[config.mk]
export PLATFORM = sky130hd
export DESIGN_NAME = saxi_write_slave
export DESIGN_NICKNAME = d
export VERILOG_FILES = /design/src/rtl/saxi_write_slave.sv
export SDC_FILE = /design/constraint.sdc
export NUM_CORES = 1
export LEC_CHECK = 0
export BUFFER_PORTS_ARGS = -buffer_cell sky130_fd_sc_hd__buf_2
export CAP_MARGIN = 15
export CELL_PAD_IN_SITES_DETAIL_PLACEMENT = 2
export CELL_PAD_IN_SITES_GLOBAL_PLACEMENT = 2
export CORE_ASPECT_RATIO = 0.7
export CORE_MARGIN = 5
export CORE_UTILIZATION = 40
export CTS_CLUSTER_SIZE = 20
export DETAILED_ROUTE_END_ITERATION = 8
export GPL_TIMING_DRIVEN = 0
export PLACE_DENSITY_LB_ADDON = 0.15
export SETUP_SLACK_MARGIN = 0.4
export SYNTH_ARGS = -nofsm -noshare
export SYNTH_HDL_FRONTEND = slang
export SYNTH_SLANG_ARGS = --single-unit
export TNS_END_PERCENT = 50
[constraint.sdc]
create_clock -name clk -period 2.32 [get_ports clk]
set_input_delay 0.232 -clock clk [delete_from_list [all_inputs] [get_ports clk]]
set_output_delay 0.232 -clock clk [all_outputs]
set_load 0.1 [all_outputs]
[src/rtl/saxi_write_slave.sv]
// saxi_write_slave: SAXI write slave with independent AW/W buffering,
// in-order AW/W pairing and tagged B responses.
module saxi_ws_fifo #(
  parameter int W     = 8,
  parameter int DEPTH = 4
) (
  input  logic                   clk,
  input  logic                   rst,
  input  logic                   push,
  input  logic                   pop,
  input  logic [W-1:0]           din,
  output logic [W-1:0]           dout,
  output logic [$clog2(DEPTH):0] count
);
  localparam int PW = $clog2(DEPTH);

  logic [W-1:0]  ram [DEPTH];
  logic [PW-1:0] wp;
  logic [PW-1:0] rp;

  always_ff @(posedge clk) begin
    if (!rst) begin
      wp    <= '0;
      rp    <= '0;
      count <= '0;
    end else begin
      if (push) wp <= wp + 1'b1;
      if (pop)  rp <= rp + 1'b1;
      count <= count + (PW+1)'(push) - (PW+1)'(pop);
    end
  end

  always_ff @(posedge clk) begin
    if (push) ram[wp] <= din;
  end

  assign dout = ram[rp];
endmodule

module saxi_write_slave #(
  parameter int ADDR_W    = 32,
  parameter int DATA_W    = 32,
  parameter int ID_W      = 4,
  parameter int AW_DEPTH  = 4,
  parameter int W_DEPTH   = 4,
  parameter int B_DEPTH   = 4,
  parameter int MEM_WORDS = 256
) (
  input  logic                         clk,
  input  logic                         rst,
  input  logic [ADDR_W-1:0]            awaddr,
  input  logic [ID_W-1:0]              awid,
  input  logic                         awvalid,
  output logic                         awready,
  input  logic [DATA_W-1:0]            wdata,
  input  logic                         wvalid,
  output logic                         wready,
  output logic [ID_W-1:0]              bid,
  output logic [1:0]                   bresp,
  output logic                         bvalid,
  input  logic                         bready,
  output logic                         mem_we,
  output logic [$clog2(MEM_WORDS)-1:0] mem_addr,
  output logic [DATA_W-1:0]            mem_wdata
);
  localparam int MA_W = $clog2(MEM_WORDS);
  localparam int AC   = $clog2(AW_DEPTH) + 1;
  localparam int WC   = $clog2(W_DEPTH) + 1;
  localparam int BC   = $clog2(B_DEPTH) + 1;

  localparam logic [1:0] OKAY   = 2'b00;
  localparam logic [1:0] SLVERR = 2'b10;
  localparam logic [1:0] DECERR = 2'b11;

  typedef struct packed {
    logic [ID_W-1:0]   id;
    logic [ADDR_W-1:0] addr;
  } aw_t;

  typedef struct packed {
    logic [ID_W-1:0] id;
    logic [1:0]      resp;
  } b_t;

  aw_t               aw_in;
  aw_t               aw_head;
  logic [DATA_W-1:0] w_head;
  b_t                b_in;
  b_t                b_head;

  logic [AC-1:0] aw_cnt;
  logic [AC-1:0] aw_nxt;
  logic [WC-1:0] w_cnt;
  logic [WC-1:0] w_nxt;
  logic [BC-1:0] b_cnt;

  logic aw_push;
  logic w_push;
  logic b_pop;
  logic b_room;
  logic commit;
  logic misal;
  logic oor;
  logic [1:0] resp;
  logic [ADDR_W-3:0] word;

  assign aw_push = awvalid & awready;
  assign w_push  = wvalid & wready;
  assign b_pop   = bvalid & bready;

  // A full B FIFO still accepts a commit when its head leaves this edge.
  assign b_room = (b_cnt != BC'(B_DEPTH)) | b_pop;
  assign commit = (aw_cnt != '0) & (w_cnt != '0) & b_room;

  assign aw_in = '{id: awid, addr: awaddr};

  saxi_ws_fifo #(.W(ADDR_W + ID_W), .DEPTH(AW_DEPTH)) u_aw (
    .clk   (clk),
    .rst   (rst),
    .push  (aw_push),
    .pop   (commit),
    .din   (aw_in),
    .dout  (aw_head),
    .count (aw_cnt)
  );

  saxi_ws_fifo #(.W(DATA_W), .DEPTH(W_DEPTH)) u_w (
    .clk   (clk),
    .rst   (rst),
    .push  (w_push),
    .pop   (commit),
    .din   (wdata),
    .dout  (w_head),
    .count (w_cnt)
  );

  assign word  = aw_head.addr[ADDR_W-1:2];
  assign misal = |aw_head.addr[1:0];
  assign oor   = {1'b0, word} >= (ADDR_W-1)'(MEM_WORDS);

  // Misalignment takes precedence over an out-of-range word.
  always_comb begin
    resp = OKAY;
    if (misal)    resp = SLVERR;
    else if (oor) resp = DECERR;
  end

  assign b_in = '{id: aw_head.id, resp: resp};

  saxi_ws_fifo #(.W(ID_W + 2), .DEPTH(B_DEPTH)) u_b (
    .clk   (clk),
    .rst   (rst),
    .push  (commit),
    .pop   (b_pop),
    .din   (b_in),
    .dout  (b_head),
    .count (b_cnt)
  );

  assign bvalid = b_cnt != '0;
  assign bid    = bvalid ? b_head.id   : '0;
  assign bresp  = bvalid ? b_head.resp : '0;

  assign aw_nxt = aw_cnt + AC'(aw_push) - AC'(commit);
  assign w_nxt  = w_cnt + WC'(w_push) - WC'(commit);

  always_ff @(posedge clk) begin
    if (!rst) begin
      awready   <= 1'b0;
      wready    <= 1'b0;
      mem_we    <= 1'b0;
      mem_addr  <= '0;
      mem_wdata <= '0;
    end else begin
      awready <= aw_nxt != AC'(AW_DEPTH);
      wready  <= w_nxt != WC'(W_DEPTH);
      mem_we  <= commit & (resp == OKAY);
      if (commit & (resp == OKAY)) begin
        mem_addr  <= word[MA_W-1:0];
        mem_wdata <= w_head;
      end
    end
  end
endmodule
==> out/results.ini, run 1 <==
[routing]
wl_per_cell_um=26.58
routed_wl_um=39070
dr.pass1.iters=4
vias_per_cell=5.271
ant_nets=0
vias=7748
drt-initial-drc-count=608
drc=0

[timing]
fmax_mhz=405.7
slew_headroom_pct=33.86
setup_viol=4
fin_skew_ns=0.03272
fin_crit_sh_pct=106.2
setup_ws_ns=-0.1450
worstMarginPinSlew_ns=0.9921
fin_setup_tns_ns=-0.2938
hold_viol=0
fin_crit_ns=2.465
rsz0062_at_grt=true
drv_slew=0

[critical_path]
required_ns=2.71
startpoint_type=flop
worst_setup_path_end_kind=flop
critPathKind=flop to flop
worstPathArrival_ns=2.85
slowest_stage=dfxtp_4
cp_cell_sequence=nor4b_4 > nor3_4 > buf_6 > ha_4 > inv_2 > ha_4 > fa_2 > xnor2_2 > xnor2_2 > nor3_2 > nor2_1
worstPathMaxFanout=2
cpPeakStageDelay_ns=0.35

[die]
die_h_um=163.2
io-pin-count=123
initial_utilization_pct=40.27
die_area_um2=37330
core_um2=33280
die_w_um=228.8
placementRows=56

[placement]
io_buffers=122
hpwl_um=23170
place_congestion=0.7557

[logic_synthesis]
synth_cell_types=42
syn_area_um2=13400
yosys.area.top_type_share_pct=66.32
seq_area_frac_synth_pct=76.47
ys.flop_type=edfxtp_1
postSynthNetCount=836
yosys_warnings=0
synth_area_leaders=edfxtp_1 (66%), dfxtp_1 (10%), mux4_2 (8.2%)
yosysTopAreaCell=edfxtp_1
synthArstFlopShare_pct=0
synth-seq-cells=364
synthCells=742
synth_edf_count=296
syn_avg_cell_area_um2=18.06

[global_routing]
grt_antenna_before_repair=1
grt_max_degree=37
grt_pass1_vias=8794
grt-ovfl-total=0
track_usage_pct=19.73
grt_pass1_wl_um=55780

[clock_tree]
htree_num_levels=2
cts-root-buf=clkbuf_16
clkLatencyLatePin_ns=0.56
tritoncts=yes
cts_sinks=364
clock_path_buffers=3
cts_buffers=37
path_clk_slew_ns=0.06

[pwr]
vdd_drop_max_v=0.0007142
powerDensity_nw_per_um2=1052
p_leak_nw=6.069
finalPower_w=0.01922

[layout]
nNetsFinal=1100
areaGrowthSynthToFinish_pct=36.38
diodes=0
post_route_cells_drive_above_1_share_pct=44.15

[run_status]
outcome=finished with violations
failed_checks=negative setup slack

[min_path]
hold_path.class=input port to flop

[run]
drv_cap=0

synthesized netlist by cell type (9+ instances only):
library cell  instances
buf_2                 9
dfxtp_1              68
and2_1               17
edfxtp_1            296
mux4_2               49
clkbuf_1             10
nor2_1               22
nor4_1               17
o21ai_0              42
nand2_1              11
and3_1                9
nand3_1              44
ha_1                 18
xnor2_1              12
buf_6                11
a21oi_1              44
inv_1                18
what timing repair did:
item                                    in CTS  in global routing
hold buffers                                68                  0
buffers inserted                            12                 11
cloned                                       4                  3
hold endpoints to repair                   272                  0
pin swaps                                   64                 33
resized for setup                          221                 99
endpoints found under the setup margin      99                194
flip-flops by register name (all words and copies together), names as in the netlist, 3 cells and up, named ones only:
name        cells
u_aw.ram      144
u_w.ram       128
mem_wdata      32
u_b.ram        24
mem_addr        8
u_aw.count      3
u_b.count       3
u_w.count       3
layout make-up:
cell class                 count  area (um^2)
clock buffer                  50        994.7
clock inverter                18        200.2
timing repair buffer         225         1913
multi-input combinational    321         3847
tap                          435        544.3
fill                        2819        15000
buffer                        38        441.7
sequential                   364        10270
inverter                      19        71.32
worst max-delay path, delay by kind of cell (launching register included):
family                     cells  cell delay, ns
xor gates and xnor gates       2            0.33
adders and majority gates      3            0.76
buffers and inverters          2            0.18
DFF                            1            0.35
and+or+nand+nor                4            0.71
layout by cell type, fill, tap and decap left out, types with 7 or more instances in the layout:
| master | n |
|---|---|
| mux4_2 | 49 |
| edfxtp_1 | 296 |
| o21ai_1 | 30 |
| nor2_1 | 21 |
| buf_4 | 12 |
| buf_12 | 21 |
| dfxtp_1 | 61 |
| clkbuf_16 | 43 |
| nand2_1 | 10 |
| dlygate4sd3_1 | 68 |
| nand3_4 | 27 |
| a21oi_2 | 37 |
| xnor2_1 | 8 |
| clkinv_2 | 8 |
| nor4_1 | 10 |
| buf_2 | 122 |
| clkbuf_1 | 18 |
| buf_6 | 14 |
| inv_1 | 15 |
| nand3_2 | 15 |
| and2_4 | 14 |
| ha_1 | 12 |
| o21ai_2 | 7 |
metal layers:
metal,up-vias,GRT usage [%],wire length [um]
met5,-,0,7
met4,2,4.452,722
met3,55,3.858,1552
met2,175,34.35,20290
met1,4060,26.07,16500
li1,3456,-,-
stage by stage:
stage / cell area (um^2) / hold WS (ns) / util, % / instances / worst slack (ns)
detailed placement: 14740 / 0.4548 / 44.29 / 1304 / -0.4073
global route: 18280 / 0.03685 / 54.92 / 1470 / -0.2260
floorplan: 13500 / 0.3309 / - / 742 / 0.1173
CTS: 17700 / 0.02217 / 53.18 / 1456 / -0.1644
global placement: 14650 / 0.4411 / 44.02 / 1299 / -0.1966
finish: 18280 / 0.04157 / 54.92 / 1470 / -0.1450
path summary, 6_finish.rpt:
path / start / endpoint / slack (ns) / depth (start not counted)
worst max register to register: u_b.count[0] / awready / -0.14 / 11
worst min register to register: mem_wdata[20] / mem_wdata[20] / 0.48 / 2
worst min-delay path: wvalid / u_w.wp[1] / 0.04 / 3
worst max-delay path: u_b.count[0] / awready / -0.14 / 11
kinds of logic (layout without fill, tap and decap cells):
logic type	after synthesis	in the layout	synth area share [%]
XOR/XNOR	15	15	0.9802
adder cells (fa/ha/maj)	21	21	2.129
AO/OA/AOI/OAI	92	92	3.687
multiplexers	51	51	8.505
AND/OR/NAND/NOR	142	142	5.853
flip-flops	364	364	76.47
buffers and inverters	57	350	2.371
power by group:
group          switching, W  leakage (nW)  total, W  internal, W
Sequential         0.000302          3.23   0.00806      0.00776
Clock               0.00257         0.585   0.00595      0.00339
Combinational       0.00293          2.26   0.00521      0.00228
Power figures use the tool's default switching activity.
==> inputs of run 2 (changes only) <==
BUFFER_PORTS_ARGS = -buffer_cell sky130_fd_sc_hd__buf_4   (was -buffer_cell sky130_fd_sc_hd__buf_2)
==> run 2 against run 1 <==
  * The flow still finishes with violations (negative setup slack)
  * Combinational power grew 2%
  * Critical path depth stayed put
  * Global-route usage grew 1.6 points
  * Non-clock buffer count up 11
  * Sequential power hardly changed
  * Critical endpoint unchanged
  * Worst hold slack worse by 0.017 ns
  * Register-to-register slack improved by 0.04 ns
==> out/results.ini, run 2 (synthesis gave the netlist of run 1 again) <==
[run_status]
outcome=finished with violations
failed_checks=negative setup slack

[die]
die_w_um=228.8  ; unchanged
io-pin-count=123  ; unchanged
die_h_um=163.2  ; unchanged
initial_utilization_pct=40.27  ; unchanged
placementRows=56  ; unchanged
core_um2=33280  ; unchanged
die_area_um2=37330  ; unchanged

[layout]
largest_register=u_aw.ram
diodes=0  ; unchanged
most-common-layout-cells=edfxtp_1 (296), buf_4 (135), dlygate4sd3_1 (69), dfxtp_1 (60)
final_common_cell=edfxtp_1
register_area_um2=10270  ; about the same
largest_reg_flops=144  ; unchanged
areaGrowthSynthToFinish_pct=40.88
fin_util_pct=56.73  ; +1.8 points
nFillCells=2757  ; -2.2%
top_regs=u_aw.ram x144, u_w.ram x128, mem_wdata x32
nNetsFinal=1110  ; +0.91%
multi_input_area_um2=4058  ; +5.5%
post_route_cells_drive_above_1_share_pct=46.07  ; +1.9 points

[run]
drv_cap=0  ; unchanged

[pwr]
vdd_drop_max_v=0.0006899  ; -3.4%
internal-power_w=0.01343  ; about the same
comb_power_share_pct=27.5  ; +0.4 points
clock_power_share_pct=30.7  ; -0.3 points
p_sw_w=0.005902  ; +1.9%
p_leak_nw=6.252  ; +3.0%
swShare_pct=30.53  ; +0.39 points
seq_power_share_pct=41.8  ; about the same
powerDensity_nw_per_um2=1024  ; -2.6%

[clock_tree]
tritoncts=yes
cts-root-buf=clkbuf_16
path_clk_slew_ns=0.07  ; about the same
cts_sinks=364  ; unchanged
cts_buffers=36  ; -2.7%
htree_num_levels=2  ; unchanged
clkLatencyLatePin_ns=0.53  ; -0.03 ns
clock_path_buffers=3  ; unchanged

[routing]
ant_nets=0  ; unchanged
drc=0  ; unchanged
drt-initial-drc-count=607  ; -0.16%
wl_per_cell_um=29.64  ; +12%
vias_per_cell=5.453  ; +3.5%
routed_wl_um=43770  ; +12%
dr.pass1.iters=5  ; +1
vias=8054  ; +3.9%

[critical_path]
critPathKind=flop to flop
worstPathArrival_ns=2.81  ; -0.04 ns
worstPathMaxFanout=3  ; +1
critPathMostFrequentCell=ha_4
cp_num_buf_inv=2  ; unchanged
required_ns=2.70  ; about the same
startpoint_type=flop
slowest_stage=fa_2
cp_top_family=adder cells
worst_setup_path_end_kind=flop
cp_cell_sequence=nor4b_4 > nor3_4 > buf_6 > ha_4 > inv_2 > ha_4 > fa_2 > xnor2_2 > xnor2_1 > nor3_1 > nor2_1
cpPeakStageDelay_ns=0.36  ; about the same

[timing]
slew_headroom_pct=34.49  ; +0.63 points
fin_skew_ns=0.02216  ; -0.01055 ns
setup_ws_ns=-0.1081  ; +0.03692 ns
hold_viol=0  ; unchanged
fin_crit_ns=2.428  ; -0.03692 ns
fmax_mhz=411.9  ; +1.5%
setup_viol=5  ; +1
fin_setup_tns_ns=-0.2847  ; +0.009072 ns
worstMarginPinSlew_ns=0.9826  ; -0.009508 ns
rsz0062_at_grt=true
fin_crit_sh_pct=104.7  ; -1.6 points
drv_slew=0  ; unchanged

[global_routing]
use_met2_pct=37.72  ; +3.4 points
grt_use_met3_pct=3.840  ; -0.017 points
use_met1_pct=27.28  ; +1.2 points
busiest_layer=met2
grt_antenna_before_repair=0  ; -1
grt_max_degree=37  ; unchanged
grt-ovfl-total=0  ; unchanged
grt_pass1_vias=9142  ; +4.0%
track_usage_pct=21.32  ; +1.6 points
grt_pass1_wl_um=59510  ; +6.7%

[placement]
place_ws_ns=-0.3141  ; +0.09323 ns
hpwl_um=23490  ; +1.4%
place_congestion=0.7444  ; -1.5%
io_buffers=122  ; unchanged

[min_path]
hold_path.class=input port to flop

## run 2: layer usage
layer  up-vias  wire length [um]
met1      4292             18460
met2       236             22250
li1       3454                 -
met5         -                 0
met4         0              1225
met3        72              1842
## run 2: final timing paths
check,slack [ns],to,cells past startpoint,startpoint
max,-0.11,awready,11,u_b.count[0]
min,0.02,u_w.wp[1],3,wvalid
max reg2reg,-0.11,awready,11,u_b.count[0]
min reg2reg,0.49,mem_wdata[1],2,mem_wdata[1]
## run 2: area by class of cell
cell class,count,share of cell area [%]
plain buffers,38,2.313
clock buffers,48,5.447
clock inverters,16,0.6494
inverters,19,0.3777
multi-input cells,321,21.49
flip-flops and latches,364,54.38
well taps,435,2.883
repair buffers,236,12.46
## run 2: power by group through the flow
stage	combinational, W	clock (W)	sequential (W)
2_1_floorplan	0.00277	0	0.00818
3_3_place_gp	0.00375	0	0.00810
3_5_place_dp	0.00397	0	0.00817
4_1_cts	0.00498	0.00589	0.00805
5_1_grt	0.00561	0.00632	0.00813
6_report	0.00532	0.00593	0.00809
## run 2: per-stage QoR
stage	hold WS (ns)	instance area (um^2)	cells	power, W
final	0.02408	18880	1477	0.01933
after floorplan	0.3309	13500	742	0.01095
after global routing	0.01211	18880	1477	0.02006
after CTS	0.0005115	18220	1465	0.01893
after global placement	0.4311	14960	1299	0.01184
after detailed placement	0.4367	15050	1304	0.01214
## run 2: worst reg2reg max path, delay by kind of cell (launching register included)
| kind | cells | cell delay (ns) |
|---|---|---|
| buf+inv | 2 | 0.18 |
| flops | 1 | 0.35 |
| simple gates | 4 | 0.70 |
| xor+xnor | 2 | 0.30 |
| fa+ha+maj | 3 | 0.76 |
## run 2: timing repair
action	in CTS	in global routing
endpoints found under the setup margin	148	134
endpoints found under the hold margin	275	0
gates cloned	9	2
pin swaps	90	54
buffers inserted	19	10
resized for setup	253	101
hold buffers	69	0
==> inputs of run 3 (changes only) <==
ABC_AREA = 1   (was not set)
CORE_UTILIZATION = 37   (was 40)
==> run 3 against run 2 <==
  * Clock power down 2%
  * The run still ends with negative setup slack left
  * Critical path depth grew 1
  * Largest cell class unchanged
  * Worst hold slack better by 0.13 ns
  * Global-route usage fell by 0.27 points
  * Die area is 11% higher
  * Sequential share of layout area decreased by 0.52 points
  * Core utilization shrank 5.3 points
  * Maximum frequency decreased by 4.0%
  * Sequential power barely moved
==> out/results.ini, run 3 <==
[timing]
holdWs_ns=0.1572  ; +0.1331 ns
slew_headroom_pct=16.52  ; -18 points
drv_slew=0  ; unchanged
hold_viol=0  ; unchanged
setup_viol=5  ; unchanged
fin_crit_sh_pct=109.0  ; +4.3 points
setup_ws_ns=-0.2089  ; -0.1009 ns
rsz0062_at_grt=true
worstMarginPinSlew_ns=1.252  ; +0.2696 ns
fmax_mhz=395.4  ; -4.0%
fin_crit_ns=2.529  ; +0.1009 ns
fin_skew_ns=0.01727  ; -0.004897 ns

[routing]
ant_nets=0  ; unchanged
vias_per_cell=5.057  ; -7.3%
wl_per_cell_um=23.20  ; -22%
routed_wl_um=44450  ; +1.6%
drt-initial-drc-count=620  ; +2.1%
vias=9689  ; +20%
drc=0  ; unchanged
dr.pass1.iters=5  ; unchanged

[min_path]
hold_path.class=input port to flop
hold_path_end=u_aw.wp[0]
min_path_cells=3  ; unchanged
min_from=awvalid

[pwr]
p_leak_nw=7.063  ; +13%
powerDensity_nw_per_um2=1049  ; +2.5%
vdd_drop_max_v=0.0007119  ; +3.2%

[layout]
diodes=0  ; unchanged
final_common_cell=edfxtp_1
most-common-layout-cells=edfxtp_1 (296), nor2_1 (162), buf_4 (127), nand2_1 (88), inv_1 (77)
nFillCells=3549  ; +29%
nNetsFinal=1493  ; +35%
final_area_um2=19070  ; +1.0%
largest_register=u_aw.ram
fin_util_pct=51.47  ; -5.3 points
multi_input_area_um2=4018  ; -0.99%
register_area_um2=10270  ; about the same
top_regs=u_aw.ram x144, u_w.ram x128, mem_wdata x32
areaGrowthSynthToFinish_pct=38.01
fin_cells=1916  ; +30%
post_route_cells_drive_above_1_share_pct=31.16  ; -15 points
largest_reg_flops=144  ; unchanged

[placement]
post_dp_cell_area_um2=15550  ; +3.4%
place_congestion=0.7359  ; -1.1%
io_buffers=121  ; -0.82%
hpwl_um=26740  ; +14%
dp.cells=1736  ; +33%

[clock_tree]
tritoncts=yes
cts_buffers=38  ; +5.6%
htree_num_levels=2  ; unchanged
path_clk_slew_ns=0.06  ; about the same
clkLatencyLatePin_ns=0.54  ; about the same
clock_path_buffers=3  ; unchanged
cts_sinks=364  ; unchanged
cts-root-buf=clkbuf_16

[logic_synthesis]
synth_area_leaders=edfxtp_1 (64%), dfxtp_1 (9.9%), nor2_1 (6.3%)
ys.flop_type=edfxtp_1
syn_avg_cell_area_um2=12.29  ; -32%
yosysTopAreaCell=edfxtp_1
yosys.area.top_type_share_pct=64.32  ; -2.0 points
postSynthNetCount=1218  ; +46%
yosys_warnings=0  ; unchanged
syn_area_um2=13820  ; +3.1%
synth-seq-cells=364  ; unchanged
synthArstFlopShare_pct=0  ; unchanged
seq_area_frac_synth_pct=74.17  ; -2.3 points
synthCells=1124  ; +51%
synth_top_cells_by_count=edfxtp_1 (296), nor2_1 (231), nand2_1 (151)
synth_cell_types=33  ; -21%
synth.most_common_cell=edfxtp_1
synth_edf_count=296  ; unchanged

[critical_path]
cpPeakStageDelay_ns=0.38  ; +0.02 ns
worst_setup_path_end_kind=flop
r2r_end=u_aw.count[2]
reg2reg_slack_ns=-0.21  ; -0.10 ns
cp_cell_sequence=or3_4 > nand3_4 > inv_6 > clkbuf_16 > ha_4 > inv_2 > ha_4 > fa_2 > xor2_2 > xor2_1 > inv_1 > nor2_2
critPathKind=flop to flop
startpoint_type=flop
required_ns=2.78  ; +0.08 ns
slowest_stage=fa_2
cp_top_family=adder cells
worstPathMaxFanout=3  ; unchanged
r2r_start=u_w.count[1]
worstPathArrival_ns=2.99  ; +0.18 ns
ff2ff_path_depth=12  ; +1
cp_num_buf_inv=4  ; +2
critPathMostFrequentCell=ha_4

[run_status]
failed_checks=negative setup slack
outcome=finished with violations

[global_routing]
grt-ovfl-total=0  ; unchanged
grt_pass1_vias=10890  ; +19%
grt_max_degree=37  ; unchanged
track_usage_pct=21.04  ; -0.27 points
grt_antenna_before_repair=0  ; unchanged
grt_pass1_wl_um=65660  ; +10%

[die]
initial_utilization_pct=37.29  ; -3.0 points
die_h_um=171.7  ; +5.2%
die_area_um2=41380  ; +11%
placementRows=59  ; +5.4%
core_um2=37060  ; +11%
io-pin-count=123  ; unchanged
die_w_um=241.0  ; +5.3%

[run]
drv_cap=0  ; unchanged

==> run 3: worst max path at each step <==
stage                       startpoint            end  slack (ns)  cells after the start
after floorplan           u_w.count[1]        awready       -0.05                     11
after global placement    u_w.count[1]         wready       -0.29                     10
after detailed placement  u_w.count[1]         wready       -0.32                     10
after CTS                 u_w.count[1]  u_aw.count[2]       -0.12                     12
after global routing      u_w.count[1]  u_aw.count[2]       -0.29                     12
final                     u_w.count[1]  u_aw.count[2]       -0.21                     12
==> run 3: tightest hold or removal path: cells and delay by family <==
kind                   cells  cell delay [ns]
and+or+nand+nor            1             0.14
buffers and inverters      1             0.11
AOI/OAI and AO/OA          1             0.17
==> run 3: through the flow <==
step	power (W)	setup WS [ns]	TNS [ns]
after global placement	0.01252	-0.2892	-2.688
final	0.02001	-0.2089	-0.6999
after CTS	0.01965	-0.1158	-0.2601
after global routing	0.02094	-0.2929	-1.005
after detailed placement	0.01279	-0.3208	-5.091
after floorplan	0.01118	-0.04668	-0.07541
==> run 3: what timing repair did <==
item                                    in CTS  in global routing
hold endpoints to repair                   272                  0
gates resized for setup                    241                108
endpoints found under the setup margin     259                 92
buffers inserted                            25                  3
hold buffers                                68                  0
cloned                                      12                  0
pin swaps                                   63                 65
==> run 3: cell families (layout without fill, tap and decap cells) <==
family,Yosys count,after routing,synth area share [%]
and+or+nand+nor,425,428,12.31
DFF,364,364,74.17
AOI/OAI and AO/OA,169,169,6.962
buffers and inverters,140,441,4.174
adders and majority gates,21,21,2.064
xor gates and xnor gates,5,5,0.3169
==> run 3: layer usage <==
| metal | vias to the layer above | GRT usage, % | share of wire (%) |
|---|---|---|---|
| li1 | 4417 | - | - |
| met3 | 52 | 3.270 | 3.8 |
| met2 | 175 | 36.10 | 51 |
| met1 | 5045 | 28.40 | 44 |
| met4 | 0 | 5.099 | 1.8 |
| met5 | - | 0 | 0 |
==> run 3: layout make-up <==
class,count,area share [%]
multi-input combinational,623,21.07
inverter,93,1.896
clock buffer,60,5.635
tap,488,3.201
clock inverter,9,0.3674
sequential,364,53.85
buffer,47,1.942
timing repair buffer,232,12.04
==> run 3: power breakdown <==
group	internal (W)	switching [W]	total (W)
sequential	0.00780	0.000308	0.00811
clock	0.00329	0.00250	0.00579
combinational	0.00204	0.00407	0.00611
